--- src/rtl/vram_arbiter.sv ---
// Single-port VRAM arbiter: fixed-priority pipelined scan-out reads,
// CPU req/ack access with a starvation guard that drops video reads.
module vram_arbiter #(
    parameter int AW       = 12,
    parameter int DW       = 8,
    parameter int MAX_WAIT = 16
) (
    input  logic          clk,
    input  logic          resetn,
    input  logic          vid_req,
    input  logic [AW-1:0] vid_addr,
    output logic          vid_valid,
    output logic [DW-1:0] vid_rdata,
    output logic          vid_miss,
    output logic [7:0]    miss_cnt,
    input  logic          cpu_req,
    input  logic          cpu_we,
    input  logic [AW-1:0] cpu_addr,
    input  logic [DW-1:0] cpu_wdata,
    output logic          cpu_ack,
    output logic [DW-1:0] cpu_rdata,
    output logic [AW-1:0] ram_addr,
    output logic          ram_we,
    output logic [DW-1:0] ram_wdata,
    input  logic [DW-1:0] ram_rdata
);
    typedef enum logic [1:0] {IDLE, CPU_WR, CPU_RD, ACK} state_t;
    localparam logic [7:0] MAX_W = 8'(MAX_WAIT);

    state_t        state_q, state_d;
    logic          rd_ph_q, rd_ph_d;
    logic [7:0]    wait_q, wait_d;
    logic [7:0]    miss_q, miss_d;
    logic          vmiss_q, vmiss_d;
    logic          vid_p1_q, vid_p2_q, vvalid_q;
    logic [DW-1:0] vrd_q, vrd_d;
    logic [DW-1:0] crd_q, crd_d;
    logic [AW-1:0] addr_q, addr_d;
    logic          we_q, we_d;
    logic [DW-1:0] wdata_q, wdata_d;
    logic          cpu_elig, starve, ovr, cpu_gnt, vid_gnt, cap_cpu;

    assign cpu_ack = (state_q == ACK);

    always_comb begin
        cpu_elig = (state_q == IDLE) && cpu_req && !cpu_ack;
        starve   = (wait_q >= MAX_W);
        ovr      = cpu_elig && starve;
        cpu_gnt  = cpu_elig && (starve || !vid_req);
        vid_gnt  = vid_req && !ovr;
    end

    always_comb begin
        state_d = state_q;
        rd_ph_d = rd_ph_q;
        cap_cpu = 1'b0;
        unique case (state_q)
            IDLE: begin
                if (cpu_gnt) begin
                    state_d = cpu_we ? CPU_WR : CPU_RD;
                    rd_ph_d = 1'b0;
                end
            end
            CPU_WR: state_d = ACK;
            CPU_RD: begin
                // second cycle in CPU_RD is the one where ram_rdata is valid
                if (rd_ph_q) begin
                    state_d = ACK;
                    cap_cpu = 1'b1;
                end else begin
                    rd_ph_d = 1'b1;
                end
            end
            ACK:     state_d = IDLE;
            default: state_d = IDLE;
        endcase
    end

    always_comb begin
        if (!cpu_req || cpu_gnt)
            wait_d = 8'd0;
        else if (wait_q == 8'hFF)
            wait_d = wait_q;
        else
            wait_d = wait_q + 8'd1;
        vmiss_d = ovr && vid_req;
        miss_d  = (vmiss_d && miss_q != 8'hFF) ? miss_q + 8'd1 : miss_q;
        addr_d  = addr_q;
        if (vid_gnt)
            addr_d = vid_addr;
        else if (cpu_gnt)
            addr_d = cpu_addr;
        we_d    = cpu_gnt && cpu_we;
        wdata_d = we_d ? cpu_wdata : wdata_q;
        vrd_d   = vid_p2_q ? ram_rdata : vrd_q;
        crd_d   = cap_cpu ? ram_rdata : crd_q;
    end

    always_ff @(posedge clk or negedge resetn) begin
        if (!resetn) begin
            state_q  <= IDLE;
            rd_ph_q  <= 1'b0;
            wait_q   <= 8'd0;
            miss_q   <= 8'd0;
            vmiss_q  <= 1'b0;
            vid_p1_q <= 1'b0;
            vid_p2_q <= 1'b0;
            vvalid_q <= 1'b0;
            vrd_q    <= '0;
            crd_q    <= '0;
            addr_q   <= '0;
            we_q     <= 1'b0;
            wdata_q  <= '0;
        end else begin
            state_q  <= state_d;
            rd_ph_q  <= rd_ph_d;
            wait_q   <= wait_d;
            miss_q   <= miss_d;
            vmiss_q  <= vmiss_d;
            vid_p1_q <= vid_gnt;
            vid_p2_q <= vid_p1_q;
            vvalid_q <= vid_p2_q;
            vrd_q    <= vrd_d;
            crd_q    <= crd_d;
            addr_q   <= addr_d;
            we_q     <= we_d;
            wdata_q  <= wdata_d;
        end
    end

    assign vid_valid = vvalid_q;
    assign vid_rdata = vrd_q;
    assign vid_miss  = vmiss_q;
    assign miss_cnt  = miss_q;
    assign cpu_rdata = crd_q;
    assign ram_addr  = addr_q;
    assign ram_we    = we_q;
    assign ram_wdata = wdata_q;

endmodule

--- config.mk ---
export PLATFORM = sky130hd
export DESIGN_NAME = vram_arbiter
export DESIGN_NICKNAME = d
export VERILOG_FILES = /design/src/rtl/vram_arbiter.sv
export SDC_FILE = /design/constraint.sdc
export NUM_CORES = 1
export LEC_CHECK = 0
export ABC_AREA = 1
export BUFFER_PORTS_ARGS = -buffer_cell sky130_fd_sc_hd__buf_2
export CAP_MARGIN = 20
export CORE_MARGIN = 3
export CORE_UTILIZATION = 54
export CTS_BUF_LIST = sky130_fd_sc_hd__clkbuf_16
export CTS_CLUSTER_DIAMETER = 60
export DETAILED_ROUTE_END_ITERATION = 8
export GPL_ROUTABILITY_DRIVEN = 0
export PLACE_DENSITY = 0.84
export SYNTH_ARGS = -nofsm -noshare
export SYNTH_HDL_FRONTEND = slang
export SYNTH_SLANG_ARGS = --single-unit
export TNS_END_PERCENT = 10
--- constraint.sdc ---
create_clock -name clk -period 2.9 [get_ports clk]
set_input_delay 0.145 -clock clk [delete_from_list [all_inputs] [get_ports clk]]
set_output_delay 0.145 -clock clk [all_outputs]
set_load 0.01 [all_outputs]
==> results.json, run 1 <==
{
  "drc": 0,
  "wl_per_cell_um": 13.20,
  "ios": 93,
  "area_delta_synth_final_pct": 30.21,
  "grt_pass1_wl_um": 10580,
  "rsz0062_at_grt": "false",
  "critPathKind": "reg -> reg",
  "crit_arrival_ps": 2070,
  "hold_buffers": 1,
  "synth_warnings": 0,
  "die_area_um2": 6143,
  "clock.fmax_ghz": 0.5325,
  "synth_cell_types": 26,
  "grt_max_degree": 36,
  "syn_avg_cell_area_um2": 9.215,
  "ir_drop_mv": 0.7044,
  "yosysMostFrequentCell": "nand2_1",
  "cts_inserted_buffers": 9,
  "drive_above_1_share": 0.3301,
  "dp_hpwl_um": 4425,
  "syn-cell-area_um2": 2829,
  "fin_nets": 459,
  "r2r_slack_ps": 1020,
  "critPathCaptureType": "register",
  "cts_setup_buffers": 0,
  "post-route-period-util": 0.6476,
  "core-area_um2": 4880,
  "grt_pass1_vias": 2257,
  "h-tree-depth": 3,
  "clk_path_buf_depth": 2,
  "post_cts.resized_instances": 0,
  "wirelength_um": 6324,
  "synth_nets": 359,
  "status": "finished clean",
  "core.rowCount": 25,
  "timing.rr.end": "ram_addr[11]",
  "postLayoutCellArea_um2": 3684,
  "initial_core_util": 0.5797,
  "synth_top_area_cell": "dfrtp_1",
  "cts.sinks": 60,
  "skew_ps": 8.428,
  "first_iter_violations": 98,
  "hold_class": "in -> reg",
  "dpl_cell_area_um2": 3334,
  "slew_headroom": 0.5014,
  "worstPathMaxFanout": 13,
  "vias_per_cell": 5.040,
  "root_buffer": "clkbuf_16",
  "firstDrtPassIters": 4,
  "die_w_um": 78.38,
  "rr_worst_depth": 8,
  "drv_slew": 0,
  "setup_viol": 0,
  "grt_usage": 0.2206,
  "cp_data_required_time_ps": 3100,
  "synthFlopType": "dfrtp_1",
  "cp-start-kind": "register",
  "syn_inst": 307,
  "synth_seq_area_share": 0.5307,
  "maxCapViolations": 0,
  "synth_area_leaders": "dfrtp_1 53%, nand2_1 14%, nand3_1 6.0%, mux2_2 5.6%, ha_1 3.1%",
  "cts_tree": "done",
  "power_density_nw_per_um2": 854.7,
  "critPathLaunch": "state_q[1]",
  "layout_min_cycle_time_ps": 1878,
  "ys_ff_latch": 60,
  "ys_top_cells_by_count": "107 x nand2_1, 60 x dfrtp_1, 34 x nand3_1",
  "antenna_cells": 0,
  "die_h_um": 78.38,
  "p_leak_nw": 1.965,
  "overflow": 0,
  "tightest_slew_ps": 747.9,
  "endpoint": "ram_addr[11]",
  "portBuffers": 92,
  "finalSetupTns_ps": 0,
  "synth_top_cell_area_share": 0.5307,
  "async_flop_share": 1.000,
  "antenna_found_initial": 0,
  "reg2reg_from": "state_q[1]",
  "ant_nets": 0,
  "clock_latency_ps": 320,
  "clk_transition_reported_paths_ps": 50,
  "synth_edf_count": 0,
  "vias": 2414,
  "timing_hold_violations_final": 0
}
## per-stage QoR
step | util | setup WS [ps] | power [mW] | hold slack [ps] | cells
after CTS | 0.7549 | 1034 | 3.175 | 12.79 | 479
after floorplan | - | 1478 | 1.628 | -150.6 | 307
final | 0.7549 | 1022 | 3.148 | 23.69 | 479
after global routing | 0.7549 | 871.1 | 3.313 | 31.31 | 479
after global placement | 0.6833 | 1192 | 1.893 | 260.2 | 462
after detailed placement | 0.6833 | 1110 | 1.927 | 260.4 | 462
## logic make-up (layout without fill, tap and decap cells)
| group | count (synthesis) | in the layout | share of synthesized area |
|---|---|---|---|
| compound gates | 21 | 21 | 0.03715 |
| xor+xnor | 6 | 6 | 0.01858 |
| fa+ha+maj | 7 | 7 | 0.03096 |
| buf+inv | 31 | 136 | 0.05307 |
| flops | 60 | 60 | 0.5307 |
| mux | 14 | 14 | 0.05573 |
| simple gates | 168 | 168 | 0.2738 |
## layout by cell type, fill, tap and decap left out, drive strengths merged, types with 4 or more instances in the layout
master / count
a21oi: 7
buf: 94
clkbuf: 9
dfrtp: 60
ha: 7
inv: 25
mux2: 14
nand2: 112
nand3: 35
nand4: 5
nor2: 13
o21ai: 14
xnor2: 4
## registers in the layout, summed over array words and instances, names as in the netlist
register,flops
cpu_rdata,8
miss_cnt,8
ram_addr,12
ram_wdata,8
ram_we,1
rd_ph_q,1
state_q,2
vid_miss,1
vid_p1_q,1
vid_p2_q,1
vid_rdata,8
vid_valid,1
wait_q,8
## metal layers
layer / GRT usage / vias up / share of wire
met5: 0 / - / 0
met4: 0.1084 / 0 / 0.017
met3: 0.05161 / 9 / 0.073
met2: 0.3485 / 101 / 0.49
met1: 0.2866 / 1115 / 0.42
li1: - / 1189 / -
## critical path, cell delays in order, from the launching register on
cell and delay (ps):
dfrtp_1 410, inv_1 100, ha_1 220, nand2_2 110, nor2_8 60, nor2_2 390
inv_2 220, nand3_1 150, nand3_1 90
## worst min path at each step
stage | from | to | slack, ps | cells past startpoint
finish | cpu_wdata[6] | ram_wdata[6] | 20 | 3
global route | cpu_wdata[1] | ram_wdata[1] | 30 | 3
CTS | cpu_wdata[1] | ram_wdata[1] | 10 | 3
detailed placement | resetn | miss_cnt[5] | 260 | 1
global placement | resetn | miss_cnt[5] | 260 | 1
floorplan | resetn | cpu_rdata[0] | -150 | 0
## cell type report
| class | count | area, um2 |
|---|---|---|
| clock buffer | 9 | 225.2 |
| clock inverter | 7 | 113.9 |
| fill | 344 | 1196 |
| inverter | 25 | 96.34 |
| multi-input combinational | 216 | 1177 |
| sequential | 60 | 1501 |
| tap | 67 | 83.83 |
| timing repair buffer | 95 | 485.5 |
## power by group
group	leakage (nW)	switching, mW	internal, mW
clock	0.161	0.372	0.835
sequential	0.746	0.115	1.03
combinational	1.06	0.464	0.329
No activity file was read; power rests on OpenSTA's default activity.
==> run 2: changes to the inputs <==
Settings changed: ABC_AREA 1 to 0, CORE_UTILIZATION 54 to 45, PLACE_DENSITY 0.84 to 0.76.
Clock period 2.9 ns to 1.7 ns, I/O delays scaled along.
==> run 2 against run 1 <==
  * The run now ends with negative setup slack left
  * First-iteration DRC count shrank 15%
  * Non-clock buffer count rose by 30
  * Sequential cell count did not move
  * Synthesized cell count decreased by 30%
  * Clock power grew 45%
  * Worst hold slack got worse by 16 ps
  * Global-route usage fell by 3.9 points
  * Routed wire length is 2.3% lower
  * Utilization fell by 6.3 points
  * Largest power group is now registers
  * Highest routed layer unchanged
==> results.json, run 2 <==
{
  "status": "complete, but fails checks",
  "violations": "negative setup slack",
  "wirelength_um": 6177,
  "drv_slew": 0,
  "ir_drop_mv": 0.8323,
  "syn_avg_cell_area_um2": 12.51,
  "synth_top_area_cell": "dfrtp_1",
  "core.rowCount": 27,
  "ys_ff_latch": 60,
  "cts_inserted_buffers": 9,
  "vias": 2230,
  "critPathKind": "reg -> reg",
  "clk_transition_reported_paths_ps": 50,
  "fin_ws_ps": -9.284,
  "drive_above_1_share": 0.5444,
  "critPathCaptureType": "register",
  "instances_no_fill": 421,
  "tightest_slew_ps": 375.2,
  "synth_cell_types": 35,
  "core-area_um2": 5642,
  "fin_nets": 396,
  "async_flop_share": 1.000,
  "final_cell_mix": "92 x buf_2, 60 x dfrtp_1, 26 x mux2_2, 19 x buf_4",
  "setup_viol": 2,
  "cp_data_required_time_ps": 1900,
  "power_density_nw_per_um2": 1384,
  "h-tree-depth": 3,
  "root_buffer": "clkbuf_16",
  "post-route-period-util": 1.005,
  "dp_hpwl_um": 4338,
  "layout_commonest_cell": "buf_2",
  "first_iter_violations": 83,
  "synth_top_cell_area_share": 0.5556,
  "syn-cell-area_um2": 2703,
  "antenna_cells": 0,
  "timing_hold_violations_final": 0,
  "cts_tree": "done",
  "die_w_um": 83.50,
  "slew_headroom": 0.7493,
  "firstDrtPassIters": 4,
  "synthFlopType": "dfrtp_1",
  "overflow": 0,
  "crit_arrival_ps": 1910,
  "clock.fmax_ghz": 0.5850,
  "largest_register_ffs": 12,
  "synth_warnings": 0,
  "grt_pass1_vias": 2259,
  "place_inst": 396,
  "cts.sinks": 60,
  "ios": 93,
  "drc": 0,
  "maxCapViolations": 0,
  "yosysMostFrequentCell": "dfrtp_1",
  "power_mw": 5.401,
  "initial_core_util": 0.4790,
  "grt_usage": 0.1815,
  "vias_per_cell": 5.297,
  "grt_max_degree": 61,
  "wl_per_cell_um": 14.67,
  "synth_area_leaders": "dfrtp_1 56%, mux2_2 11%, o221a_2 5.0%, a211o_1 3.9%, ha_1 3.2%",
  "area_delta_synth_final_pct": 44.40,
  "grt_pass1_wl_um": 10330,
  "rsz0062_at_grt": "true",
  "ys_top_cells_by_count": "60 x dfrtp_1, 27 x mux2_2, 12 x a211o_1, 12 x and2_1, 12 x o221a_2",
  "clock_latency_ps": 320,
  "die_area_um2": 6971,
  "syn_inst": 216,
  "portBuffers": 92,
  "cp-start-kind": "register",
  "layout_min_cycle_time_ps": 1709,
  "antenna_found_initial": 0,
  "synth_seq_area_share": 0.5556,
  "p_leak_nw": 1.913,
  "worstPathMaxFanout": 7,
  "die_h_um": 83.50,
  "hold_class": "in -> reg",
  "synth_nets": 268,
  "skew_ps": 6.087,
  "synth_edf_count": 0,
  "ant_nets": 0,
  "clk_path_buf_depth": 2
}
## run 2: changes by cell type after synthesis, moves of 5 or more
cell and delta:
a211o_1 +12, clkbuf_1 +5, nand3_1 -28, and2_1 +12
mux2_2 +13, o221a_2 +12, o21ai_0 -12, a21oi_1 -5
nor3_1 +6, inv_1 -12, nand2_1 -97
## run 2: final cells by class
cell class / count / area, um2
fillers: 415 / 1739
flip-flops and latches: 60 / 1501
multi-input cells: 139 / 1224
repair buffers: 125 / 759.5
clock buffers: 9 / 225.2
well taps: 72 / 90.09
clock inverters: 7 / 68.82
inverters: 9 / 33.78
## run 2: logic make-up after synthesis
group                    share of synthesized area
buffers and inverters                      0.02454
AO/OA/AOI/OAI                               0.1162
multiplexers                                0.1199
AND/OR/NAND/NOR                             0.1287
adder cells (fa/ha/maj)                    0.03241
flip-flops                                  0.5556
XOR/XNOR                                   0.02269
## run 2: layer usage
metal / global-route usage / wire length [um] / vias up
met5: 0 / 0 / -
met4: 0.06871 / 72 / 0
met3: 0.05232 / 397 / 8
met2: 0.3003 / 3035 / 73
met1: 0.2258 / 2671 / 1087
li1: - / - / 1062
## run 2: timing repair
action	CTS	global route
setup buffers	1	0
resized for setup	7	11
endpoints found under the hold margin	67	0
endpoints found under the setup margin	29	36
hold buffers	8	0
pin swaps	5	8
cloned	0	0
## run 2: critical path: stages (launching register included)
cell	delay [ps]
dfrtp_1	370
or4_4	580
buf_6	150
nand3_4	150
nor2_4	60
mux2_4	290
## run 2: final timing paths
path / endpoint / start / depth (start not counted) / slack [ps]
setup / recovery: miss_cnt[1] / wait_q[4] / 5 / -9
hold / removal: ram_wdata[1] / cpu_wdata[1] / 2 / 8
setup reg to reg: miss_cnt[1] / wait_q[4] / 5 / -9
hold reg to reg: vid_p2_q / vid_p1_q / 0 / 350
max in group asynchronous: wait_q[3] / resetn / 3 / 1140
min in group asynchronous: vid_rdata[2] / resetn / 3 / 300
## run 2: through the flow
stage | cell area (um2) | utilization | setup TNS (ps) | setup WS [ps] | hold slack (ps)
after floorplan | 2739 | - | -642.3 | -37.92 | -210.6
after global placement | 3440 | 0.6097 | -149.5 | -23.97 | 117.8
after detailed placement | 3440 | 0.6097 | -867.5 | -182.7 | 118.2
after CTS | 3852 | 0.6829 | -152.8 | -50.15 | 3.177
after global routing | 3902 | 0.6917 | -1383 | -62.68 | 6.186
final | 3902 | 0.6917 | -12.30 | -9.284 | 7.685
## run 2: where the power goes
group	internal, mW	leakage [nW]	switching (mW)
clock network	1.12	0.135	0.628
logic	0.939	1.04	0.769
registers	1.77	0.737	0.176
total	3.83	1.91	1.57
